File: src/rtl/cond_logic_if.sv
// cond_logic_if -- bundle between the instruction decoder and the
// conditional-execution stage.
//
// Signals:
//   Valid              instruction is real (0 = bubble/stall)
//   Cond               Instr[31:28] condition field
//   ALUFlags           {N,Z,C,V} produced by the ALU for this instruction
//   FlagW              [1] write N,Z ; [0] write C,V
//   PCS/RegW/MemW      raw decoder write intents
//   NoWrite            compare/test class, suppresses register write
//   PCSrc/RegWrite/MemWrite  gated write enables
//   CondEx             condition satisfied by the registered flags
//   Flags              registered {N,Z,C,V}
//   ExecCnt/SkipCnt    debug statistics counters (CNT_W bits)
//
// Modports: master = decoder/datapath side, slave = cond_logic.
interface cond_logic_if #(
  parameter int unsigned CNT_W = 16
);
  logic             Valid;
  logic [3:0]       Cond;
  logic [3:0]       ALUFlags;
  logic [1:0]       FlagW;
  logic             PCS;
  logic             RegW;
  logic             MemW;
  logic             NoWrite;
  logic             PCSrc;
  logic             RegWrite;
  logic             MemWrite;
  logic             CondEx;
  logic [3:0]       Flags;
  logic [CNT_W-1:0] ExecCnt;
  logic [CNT_W-1:0] SkipCnt;

  modport master (
    output Valid, Cond, ALUFlags, FlagW, PCS, RegW, MemW, NoWrite,
    input  PCSrc, RegWrite, MemWrite, CondEx, Flags, ExecCnt, SkipCnt
  );

  modport slave (
    input  Valid, Cond, ALUFlags, FlagW, PCS, RegW, MemW, NoWrite,
    output PCSrc, RegWrite, MemWrite, CondEx, Flags, ExecCnt, SkipCnt
  );
endinterface

File: src/rtl/cond_logic.sv
// cond_logic -- conditional-execution stage of the single-cycle ARM
// calculator datapath. Evaluates the condition field against the
// registered NZCV flags, gates PC/register/memory write enables and
// updates the flag register from the ALU for executed instructions.
//
// Ports:
//   clk    system clock, all state on the rising edge
//   reset  synchronous, active-high reset
//   bus    cond_logic_if.slave (see interface for signal list)
//
// Configuration:
//   COND_STATS_EN  when defined, ExecCnt/SkipCnt are saturating counters of
//                  executed / condition-failed valid instructions; otherwise
//                  both are tied to zero and no counter state exists.
module cond_logic #(
  parameter int unsigned CNT_W = 16
) (
  input logic         clk,
  input logic         reset,
  cond_logic_if.slave bus
);

  // Flag register kept as two independently written fields.
  logic [1:0] nzQ;
  logic [1:0] cvQ;
  logic       condEx;
  logic       nFlag, zFlag, cFlag, vFlag;

  assign nFlag = nzQ[1];
  assign zFlag = nzQ[0];
  assign cFlag = cvQ[1];
  assign vFlag = cvQ[0];

  // Condition decode uses only the registered flags, so an instruction's own
  // flag write can never influence its own execution.
  always_comb begin
    condEx = 1'b0;
    case (bus.Cond)
      4'b0000: condEx = zFlag;
      4'b0001: condEx = ~zFlag;
      4'b0010: condEx = cFlag;
      4'b0011: condEx = ~cFlag;
      4'b0100: condEx = nFlag;
      4'b0101: condEx = ~nFlag;
      4'b0110: condEx = vFlag;
      4'b0111: condEx = ~vFlag;
      4'b1000: condEx = cFlag & ~zFlag;
      4'b1001: condEx = ~cFlag | zFlag;
      4'b1010: condEx = (nFlag == vFlag);
      4'b1011: condEx = (nFlag != vFlag);
      4'b1100: condEx = ~zFlag & (nFlag == vFlag);
      4'b1101: condEx = zFlag | (nFlag != vFlag);
      4'b1110: condEx = 1'b1;
      default: condEx = 1'b0;  // 1111 reserved: never execute
    endcase
  end

  always_comb begin
    bus.CondEx   = condEx;
    bus.PCSrc    = bus.PCS & condEx & bus.Valid;
    bus.RegWrite = bus.RegW & condEx & bus.Valid & ~bus.NoWrite;
    bus.MemWrite = bus.MemW & condEx & bus.Valid;
    bus.Flags    = {nzQ, cvQ};
  end

  always_ff @(posedge clk) begin
    if (reset) begin
      nzQ <= '0;
      cvQ <= '0;
    end else if (bus.Valid && condEx) begin
      if (bus.FlagW[1]) nzQ <= bus.ALUFlags[3:2];
      if (bus.FlagW[0]) cvQ <= bus.ALUFlags[1:0];
    end
  end

`ifdef COND_STATS_EN
  logic [CNT_W-1:0] execQ;
  logic [CNT_W-1:0] skipQ;

  // Saturating counters: hold at all-ones instead of wrapping.
  always_ff @(posedge clk) begin
    if (reset) begin
      execQ <= '0;
      skipQ <= '0;
    end else if (bus.Valid) begin
      if (condEx) begin
        if (execQ != '1) execQ <= execQ + 1'b1;
      end else begin
        if (skipQ != '1) skipQ <= skipQ + 1'b1;
      end
    end
  end

  assign bus.ExecCnt = execQ;
  assign bus.SkipCnt = skipQ;
`else
  assign bus.ExecCnt = '0;
  assign bus.SkipCnt = '0;
`endif

endmodule

File: src/flat_wrapper.sv
// flat-port wrapper written by rule: the top's interface ports become plain ports
module cond_logic_flat 
#(
  parameter int unsigned CNT_W = 16
)
  (clk, reset, bus_Valid, bus_Cond, bus_ALUFlags, bus_FlagW, bus_PCS, bus_RegW, bus_MemW, bus_NoWrite, bus_PCSrc, bus_RegWrite, bus_MemWrite, bus_CondEx, bus_Flags, bus_ExecCnt, bus_SkipCnt);
  cond_logic_if #(.CNT_W(CNT_W)) bus_i ();
  input logic clk;
  input logic reset;
  input wire logic [$bits(bus_i.Valid)-1:0] bus_Valid;
  input wire logic [$bits(bus_i.Cond)-1:0] bus_Cond;
  input wire logic [$bits(bus_i.ALUFlags)-1:0] bus_ALUFlags;
  input wire logic [$bits(bus_i.FlagW)-1:0] bus_FlagW;
  input wire logic [$bits(bus_i.PCS)-1:0] bus_PCS;
  input wire logic [$bits(bus_i.RegW)-1:0] bus_RegW;
  input wire logic [$bits(bus_i.MemW)-1:0] bus_MemW;
  input wire logic [$bits(bus_i.NoWrite)-1:0] bus_NoWrite;
  output wire logic [$bits(bus_i.PCSrc)-1:0] bus_PCSrc;
  output wire logic [$bits(bus_i.RegWrite)-1:0] bus_RegWrite;
  output wire logic [$bits(bus_i.MemWrite)-1:0] bus_MemWrite;
  output wire logic [$bits(bus_i.CondEx)-1:0] bus_CondEx;
  output wire logic [$bits(bus_i.Flags)-1:0] bus_Flags;
  output wire logic [$bits(bus_i.ExecCnt)-1:0] bus_ExecCnt;
  output wire logic [$bits(bus_i.SkipCnt)-1:0] bus_SkipCnt;
  assign bus_i.Valid = bus_Valid;
  assign bus_i.Cond = bus_Cond;
  assign bus_i.ALUFlags = bus_ALUFlags;
  assign bus_i.FlagW = bus_FlagW;
  assign bus_i.PCS = bus_PCS;
  assign bus_i.RegW = bus_RegW;
  assign bus_i.MemW = bus_MemW;
  assign bus_i.NoWrite = bus_NoWrite;
  assign bus_PCSrc = bus_i.PCSrc;
  assign bus_RegWrite = bus_i.RegWrite;
  assign bus_MemWrite = bus_i.MemWrite;
  assign bus_CondEx = bus_i.CondEx;
  assign bus_Flags = bus_i.Flags;
  assign bus_ExecCnt = bus_i.ExecCnt;
  assign bus_SkipCnt = bus_i.SkipCnt;
  cond_logic #(.CNT_W(CNT_W)) u_core (.clk(clk), .reset(reset), .bus(bus_i));
endmodule
File: config.mk
export PLATFORM = sky130hd
export DESIGN_NAME = cond_logic_flat
export DESIGN_NICKNAME = d
export VERILOG_FILES = /design/src/rtl/cond_logic_if.sv /design/src/rtl/cond_logic.sv /design/src/flat_wrapper.sv
export SDC_FILE = /design/constraint.sdc
export NUM_CORES = 1
export LEC_CHECK = 0
export BUFFER_PORTS_ARGS = -buffer_cell sky130_fd_sc_hd__buf_4
export CAP_MARGIN = 20
export CELL_PAD_IN_SITES_DETAIL_PLACEMENT = 2
export CELL_PAD_IN_SITES_GLOBAL_PLACEMENT = 2
export CORE_UTILIZATION = 21
export CTS_BUF_LIST = sky130_fd_sc_hd__clkbuf_2 sky130_fd_sc_hd__clkbuf_4 sky130_fd_sc_hd__clkbuf_8
export DETAILED_ROUTE_END_ITERATION = 7
export MAX_ROUTING_LAYER = met4
export PLACE_DENSITY = 0.95
export SETUP_SLACK_MARGIN = 0.02
export SLEW_MARGIN = 20
export SYNTH_ARGS = -nofsm -noshare
export SYNTH_HDL_FRONTEND = slang
export SYNTH_SLANG_ARGS = --single-unit
File: constraint.sdc
create_clock -name clk -period 2.6 [get_ports clk]
set_input_delay 0.13 -clock clk [delete_from_list [all_inputs] [get_ports clk]]
set_output_delay 0.13 -clock clk [all_outputs]
set_load 0.03 [all_outputs]
# Word level (Yosys, flattened, before mapping)
# Index checks and enable logic that the tools add are counted.
# op_classes
n_eq_ne,16
n_reduce_logical,4
bitwise_logic,16
n_mux,1
# op_table
op,count
== test 4 bit (second input constant),7
== test 4 x 3 -> 1 bit (second input constant),4
case mux 1 bit (15 select lines),1
bitwise AND 1 bit,9
== test 4 x 2 -> 1 bit (second input constant),2
inverter 1 bit,5
== test 4 x 1 -> 1 bit (second input constant),1
logical NOT 4 bit,1
AND reduction 2 bit,2
bitwise OR 1 bit,2
== test 1 bit,1
logical AND 1 bit,1
!= test 1 bit,1
# word_totals
out_inout_bits,40
elab_cells,39
in_bits,17
reg_bits,4

# Logic depth before layout (Yosys ltp)
# Gate-level depths: netlist of the first run.
# logic_depth
word_depth,6
depth_mapped,6
ltp_nobuf,5

# Worst setup path before layout of the first run
# Ideal clock, no wire load.
# synth_path
kind,flip-flop to output port
from,register u_core.nzQ[1]
to,output bus_RegWrite
path_stages_with_launch,7
n_path_buf,1
arrival_time_ns,1.887
required_ns,2.470
setup_slack_ns,0.583
path_cell_list,dfxtp_1 -> buf_2 -> and2b_2 -> o21ai_0 -> a311o_1 -> a31oi_1 -> and3b_1
# synth_between
elab_chain_cells,6
word_cells_on_any_way,9
classes_between,2 x eq/ne; 1 x mux; 6 x bitwise
# synth_rtl
item,line,rtl
start: declaration,cond_logic.sv:24,logic [1:0] nzQ;
start signal: assignment,cond_logic.sv:71,if (bus.FlagW[1]) nzQ <= bus.ALUFlags[3:2];
!= test 1 bit or == test 1 bit (tied branches),n/a,
bitwise OR 1 bit or bitwise AND 1 bit (tied branches),"cond_logic.sv:52, cond_logic.sv:51",
case mux 1 bit (15 select lines) (*),cond_logic.sv:38,case (bus.Cond)
bitwise AND 1 bit (*) (3 in series),cond_logic.sv:61,bus.RegWrite = bus.RegW & condEx & bus.Valid & ~bus.NoWrite;
end: declaration,flat_wrapper.sv:19,output wire logic [$bits(bus_i.RegWrite)-1:0] bus_RegWrite;
# Mark *: on every way between the ends. The rest lies on a longest branch, timed or not.

# Worst setup path in the final report of the first run
# layout_path
from,register u_core.nzQ[1]
to,output bus_PCSrc
# layout_between
elab_chain_cells,5
word_cells_on_any_way,8
classes_between,2 x eq/ne; 1 x mux; 5 x bitwise
# layout_rtl
item,line,rtl
!= test 1 bit or == test 1 bit (tied branches),n/a,
bitwise OR 1 bit or bitwise AND 1 bit (tied branches),"cond_logic.sv:52, cond_logic.sv:51",
case mux 1 bit (15 select lines) (*),cond_logic.sv:38,
bitwise AND 1 bit (*) (2 in series),cond_logic.sv:60,bus.PCSrc = bus.PCS & condEx & bus.Valid;
end: declaration,flat_wrapper.sv:18,output wire logic [$bits(bus_i.PCSrc)-1:0] bus_PCSrc;
# Marked as above.

==> flow_summary.json, run 1 <==
{
  "hp-class": "primary input to flop",
  "outcome": "completed",
  "drtIter0Drc": 6,
  "clockRootBuffer": "clkbuf_4",
  "min_period_ns": 2.19,
  "gp_congestion": 0.700,
  "synth.cell_area_um2": 714,
  "powerDensity_nw_per_um2": 365,
  "cts_hold_buf": 0,
  "drc_errors": 0,
  "criticalPathCategory": "flop to output port",
  "drive_gt1_frac": 0.265,
  "grt_pass1_vias": 581,
  "cts_resized": 0,
  "syn2layout_area_growth_pct": 15.8,
  "n_antenna_cell": 0,
  "coreArea_um2": 3130,
  "grt_usage": 0.100,
  "fin_crit_sh": 0.842,
  "wl_mm": 1.72,
  "num-nets-final": 132,
  "utilization": 0.264,
  "worstPathMaxFanout": 8,
  "start_util": 0.228,
  "grt_pass1_wl_mm": 2.59,
  "synthCells": 90,
  "grt_overflow": 0,
  "placed_area_um2": 805,
  "drv_cap": 0,
  "hold_viol_final": 0,
  "vias": 617,
  "numCtsBuffers": 3,
  "drtPass1Iterations": 2,
  "finalSetupViolCount": 0,
  "die_y_um": 60.3,
  "finClkSkew_ns": 0.00400,
  "ys_seq_elements": 4,
  "rsz0062_at_grt": "no",
  "rows": 20,
  "die_x_um": 60.3,
  "leakage_uw": 0.000417,
  "syn_avg_cell_area_um2": 7.94,
  "final_area_um2": 827,
  "required_ns": 2.47,
  "grt_max_degree": 15,
  "drtAntennaViolNets": 0,
  "p_total_uw": 302,
  "port_buffers": 24,
  "cts_buffer_depth": 2,
  "cp_data_arrival_time_ns": 2.06,
  "yosysWarnings": 0,
  "ir_drop_mv": 0.153,
  "grt_antenna_before_repair": 0,
  "avgRoutedWirePerCell_um": 11.0,
  "synth.distinct_cells": 33,
  "setup_tns_ns": 0,
  "clk_pin_slew_ns": 0.04,
  "insertion_delay_ns": 0.24,
  "cp-end-kind": "output port",
  "die_area_um2": 3640,
  "cts_tree": "done",
  "finalNonFillerCells": 157,
  "post_cts_buffers": 0,
  "place.detailed.hpwl_mm": 1.47,
  "critPathLaunchType": "flop",
  "via_per_inst": 3.93,
  "ioPinCount": 57,
  "clock.fmax_mhz": 457,
  "place_inst": 154,
  "ys_seq_area_frac": 0.112,
  "finalMaxSlewViolations": 0,
  "htreeDepth": 1,
  "cts.sinks": 4
}
[cells in the final DEF, fill, tap and decap left out, drive strengths merged, types with 2 or more instances in the layout]
cell type,n
and2b,2
nand2,3
inv,2
mux2i,5
buf,24
and4bb,2
nand2b,8
nor2,2
conb,32
nor3,2
a31oi,3
dfxtp,4
clkbuf,3
and2,3
xor2,2
[power breakdown]
part / internal (uW) / switching (uW) / total, uW
clock network: 51.9 / 29.2 / 81.1
registers: 64.2 / 4.86 / 69.1
logic: 44.6 / 107 / 152
[per-layer routing]
layer  GRT usage  wire length (um)  vias up  part of all wire
met5           -                 0        -                 0
met4      0.0532                31        0             0.018
met2       0.176               916       33              0.53
li1            -                 -      289                 -
met3      0.0238               144        4             0.084
met1       0.101               628      291              0.36
[cell families after synthesis]
family          after synthesis  synth area share
mux                           5            0.0701
xor+xnor                      3            0.0368
simple gates                 30             0.287
flops                         4             0.112
buf+inv                      37             0.377
other cells                   1           0.00525
compound gates               10             0.112
[per-stage QoR]
stage	hold WS, ns	setup WS (ns)
after floorplan	0.285	0.583
after global placement	0.397	0.776
after detailed placement	0.417	0.653
after CTS	0.161	0.388
after global routing	0.168	0.224
final	0.160	0.410
[critical path: stages (launching register included)]
cell and delay [ns]:
dfxtp_1 0.49, xor2_1 0.24, o221ai_1 0.18, o311ai_2 0.37
a31oi_1 0.17, and2_1 0.20, buf_4 0.16
[sequential cells by signal (all words and copies together) (netlist names)]
signal and cells:
u_core.nzQ 2, u_core.cvQ 2
[layout make-up]
class                           count  area [um2]
Tap cell                           44        55.1
Clock buffer                        3        22.5
Multi-Input combinational cell     80         482
Sequential cell                     4        80.1
Fill cell                         385        2300
Timing Repair Buffer               24         180
Inverter                            2        7.51
[cells in the mapped netlist, drive strengths merged]
library cell / count / area, um2
o311ai: 1 / 16.3
and3: 1 / 6.26
nand3: 1 / 5.00
nor4b: 1 / 8.76
inv: 2 / 7.51
nor3: 2 / 10.0
nand4bb: 1 / 11.3
o21ai: 1 / 5.00
nand2b: 8 / 50.1
a311o: 1 / 10.0
a31oi: 3 / 18.8
nor2b: 1 / 6.26
o221ai: 1 / 8.76
nor3b: 1 / 12.5
a32oi: 1 / 8.76
xor2: 2 / 17.5
and3b: 1 / 8.76
nor2: 2 / 7.51
conb: 1 / 3.75
buf: 35 / 262
or2b: 1 / 7.51
nand2: 3 / 11.3
xnor2: 1 / 8.76
and2b: 2 / 16.3
a21oi: 1 / 5.00
dfxtp: 4 / 80.1
and2: 3 / 18.8
mux2i: 5 / 50.1
a211oi: 1 / 7.51
and4bb: 2 / 25.0
[worst paths after layout]
path	startpoint	to	slack, ns	cells after the start
hold reg to reg	u_core.cvQ[1]$_SDFFE_PP0P_	u_core.cvQ[1]$_SDFFE_PP0P_	0.54	2
hold / removal	bus_ALUFlags[3]	u_core.nzQ[1]$_SDFFE_PP0P_	0.16	3
setup / recovery	u_core.nzQ[1]$_SDFFE_PP0P_	bus_PCSrc	0.41	6
setup reg to reg	u_core.nzQ[1]$_SDFFE_PP0P_	u_core.cvQ[1]$_SDFFE_PP0P_	0.73	5
Note: power is estimated with default switching activity, not from simulation.
==> run 2: changes to the inputs <==
--- a/config.mk
+++ b/config.mk
@@ -9,11 +9,11 @@
 export CAP_MARGIN = 20
 export CELL_PAD_IN_SITES_DETAIL_PLACEMENT = 2
 export CELL_PAD_IN_SITES_GLOBAL_PLACEMENT = 2
-export CORE_UTILIZATION = 21
+export CORE_UTILIZATION = 20
 export CTS_BUF_LIST = sky130_fd_sc_hd__clkbuf_2 sky130_fd_sc_hd__clkbuf_4 sky130_fd_sc_hd__clkbuf_8
 export DETAILED_ROUTE_END_ITERATION = 7
 export MAX_ROUTING_LAYER = met4
-export PLACE_DENSITY = 0.95
+export PLACE_DENSITY = 0.93
 export SETUP_SLACK_MARGIN = 0.02
 export SLEW_MARGIN = 20
 export SYNTH_ARGS = -nofsm -noshare
==> constraint.sdc (replaced) <==
create_clock -name clk -period 2.2 [get_ports clk]
set_input_delay 0.11 -clock clk [delete_from_list [all_inputs] [get_ports clk]]
set_output_delay 0.11 -clock clk [all_outputs]
set_load 0.03 [all_outputs]
==> flow_summary.json, run 2 (same netlist as run 1, synthesis figures left out) <==
{
  "cp_data_arrival_time_ns": 1.97,
  "rsz0062_at_grt": "no",
  "cts.sinks": 4,
  "drc_errors": 0,
  "numCtsBuffers": 3,
  "grt_overflow": 0,
  "drtAntennaViolNets": 0,
  "worstMarginPinSlew_ns": 0.501,
  "finalSetupViolCount": 0,
  "wl_mm": 1.92,
  "die_y_um": 61.8,
  "place.detailed.hpwl_mm": 1.57,
  "via_per_inst": 3.91,
  "worstPathMaxFanout": 8,
  "die_x_um": 61.8,
  "hp-class": "primary input to flop",
  "cts_tree": "done",
  "grt_pass1_vias": 610,
  "p_total_uw": 356,
  "drtPass1Iterations": 3,
  "grt_antenna_before_repair": 0,
  "cts_hold_buf": 0,
  "num-nets-final": 133,
  "ioPinCount": 57,
  "cp-end-kind": "output port",
  "coreArea_um2": 3390,
  "outcome": "completed",
  "clock.fmax_mhz": 481,
  "cts_buffer_depth": 2,
  "min_period_ns": 2.08,
  "drv_cap": 0,
  "finalMaxSlewViolations": 0,
  "whs_ns": 0.150,
  "syn2layout_area_growth_pct": 19.4,
  "rows": 21,
  "critPathLaunchType": "flop",
  "slew_headroom": 0.666,
  "layout_common_cells": "conb_1, buf_4, nand2b_1",
  "finClkSkew_ns": 0.00135,
  "grt_pass1_wl_mm": 2.68,
  "n_antenna_cell": 0,
  "clockRootBuffer": "clkbuf_4",
  "setup_tns_ns": 0,
  "required_ns": 2.09,
  "ir_drop_mv": 0.207,
  "criticalPathCategory": "flop to output port",
  "vias": 626,
  "powerDensity_nw_per_um2": 417,
  "fin_crit_sh": 0.946,
  "final_common_cell": "conb_1",
  "insertion_delay_ns": 0.23,
  "drtIter0Drc": 12,
  "htreeDepth": 1,
  "gp_congestion": 0.731,
  "grt_usage": 0.0979,
  "clk_pin_slew_ns": 0.03,
  "port_buffers": 24,
  "reg_top3": "u_core.cvQ (2), u_core.nzQ (2)",
  "grt_max_degree": 15,
  "hold_viol_final": 0,
  "leakage_uw": 0.000422,
  "die_area_um2": 3810,
  "drive_gt1_frac": 0.307,
  "avgRoutedWirePerCell_um": 12.0,
  "utilization": 0.252,
  "start_util": 0.211
}
run 2: through the flow:
| step | instance area (um2) | worst slack, ns | std cells |
|---|---|---|---|
| 3_3_place_gp | 807 | 0.392 | 156 |
| 3_5_place_dp | 807 | 0.237 | 156 |
| 4_1_cts | 838 | 0.0213 | 160 |
| 6_report | 853 | 0.119 | 160 |
| 5_1_grt | 853 | 0.0165 | 160 |
| 2_1_floorplan | 831 | 0.203 | 121 |
run 2: final timing paths:
check,to,from,slack [ns],cells after the start
worst max-delay path,bus_RegWrite,u_core.cvQ[0]$_SDFFE_PP0P_,0.12,6
worst max register to register,u_core.cvQ[0]$_SDFFE_PP0P_,u_core.cvQ[0]$_SDFFE_PP0P_,0.35,5
worst min-delay path,u_core.nzQ[1]$_SDFFE_PP0P_,bus_ALUFlags[3],0.15,3
worst min register to register,u_core.nzQ[1]$_SDFFE_PP0P_,u_core.nzQ[1]$_SDFFE_PP0P_,0.55,2
run 2: critical path: stages, from the launching register on:
cell	delay [ns]
dfxtp_2	0.42
nor2b_1	0.21
a211oi_1	0.11
a311o_1	0.41
a31oi_2	0.25
and3b_1	0.19
buf_4	0.16
run 2: area by class of cell:
class | count | area (um2)
Multi-Input combinational cell | 80 | 495
Clock buffer | 3 | 22.5
Fill cell | 410 | 2540
Inverter | 2 | 7.51
Tap cell | 46 | 57.6
Sequential cell | 4 | 82.6
Timing Repair Buffer | 25 | 188
run 2: power by group:
group | switching [uW] | internal (uW)
Combinational | 130 | 55.1
Sequential | 6.58 | 76.3
Clock | 26.9 | 60.8
Total | 163 | 192
run 2: repair_timing:
action                                  4_1_cts  5_1_grt
endpoints found under the setup margin        3        3
gates resized for setup                       1        3
setup buffers                                 1        0
pin swaps                                     1        0
cloned                                        0        0
run 2: per-layer routing:
layer | part of all wire | GRT usage
met1 | 0.35 | 0.105
met5 | 0 | -
met4 | 0 | 0.00952
met3 | 0.084 | 0.0207
met2 | 0.56 | 0.189
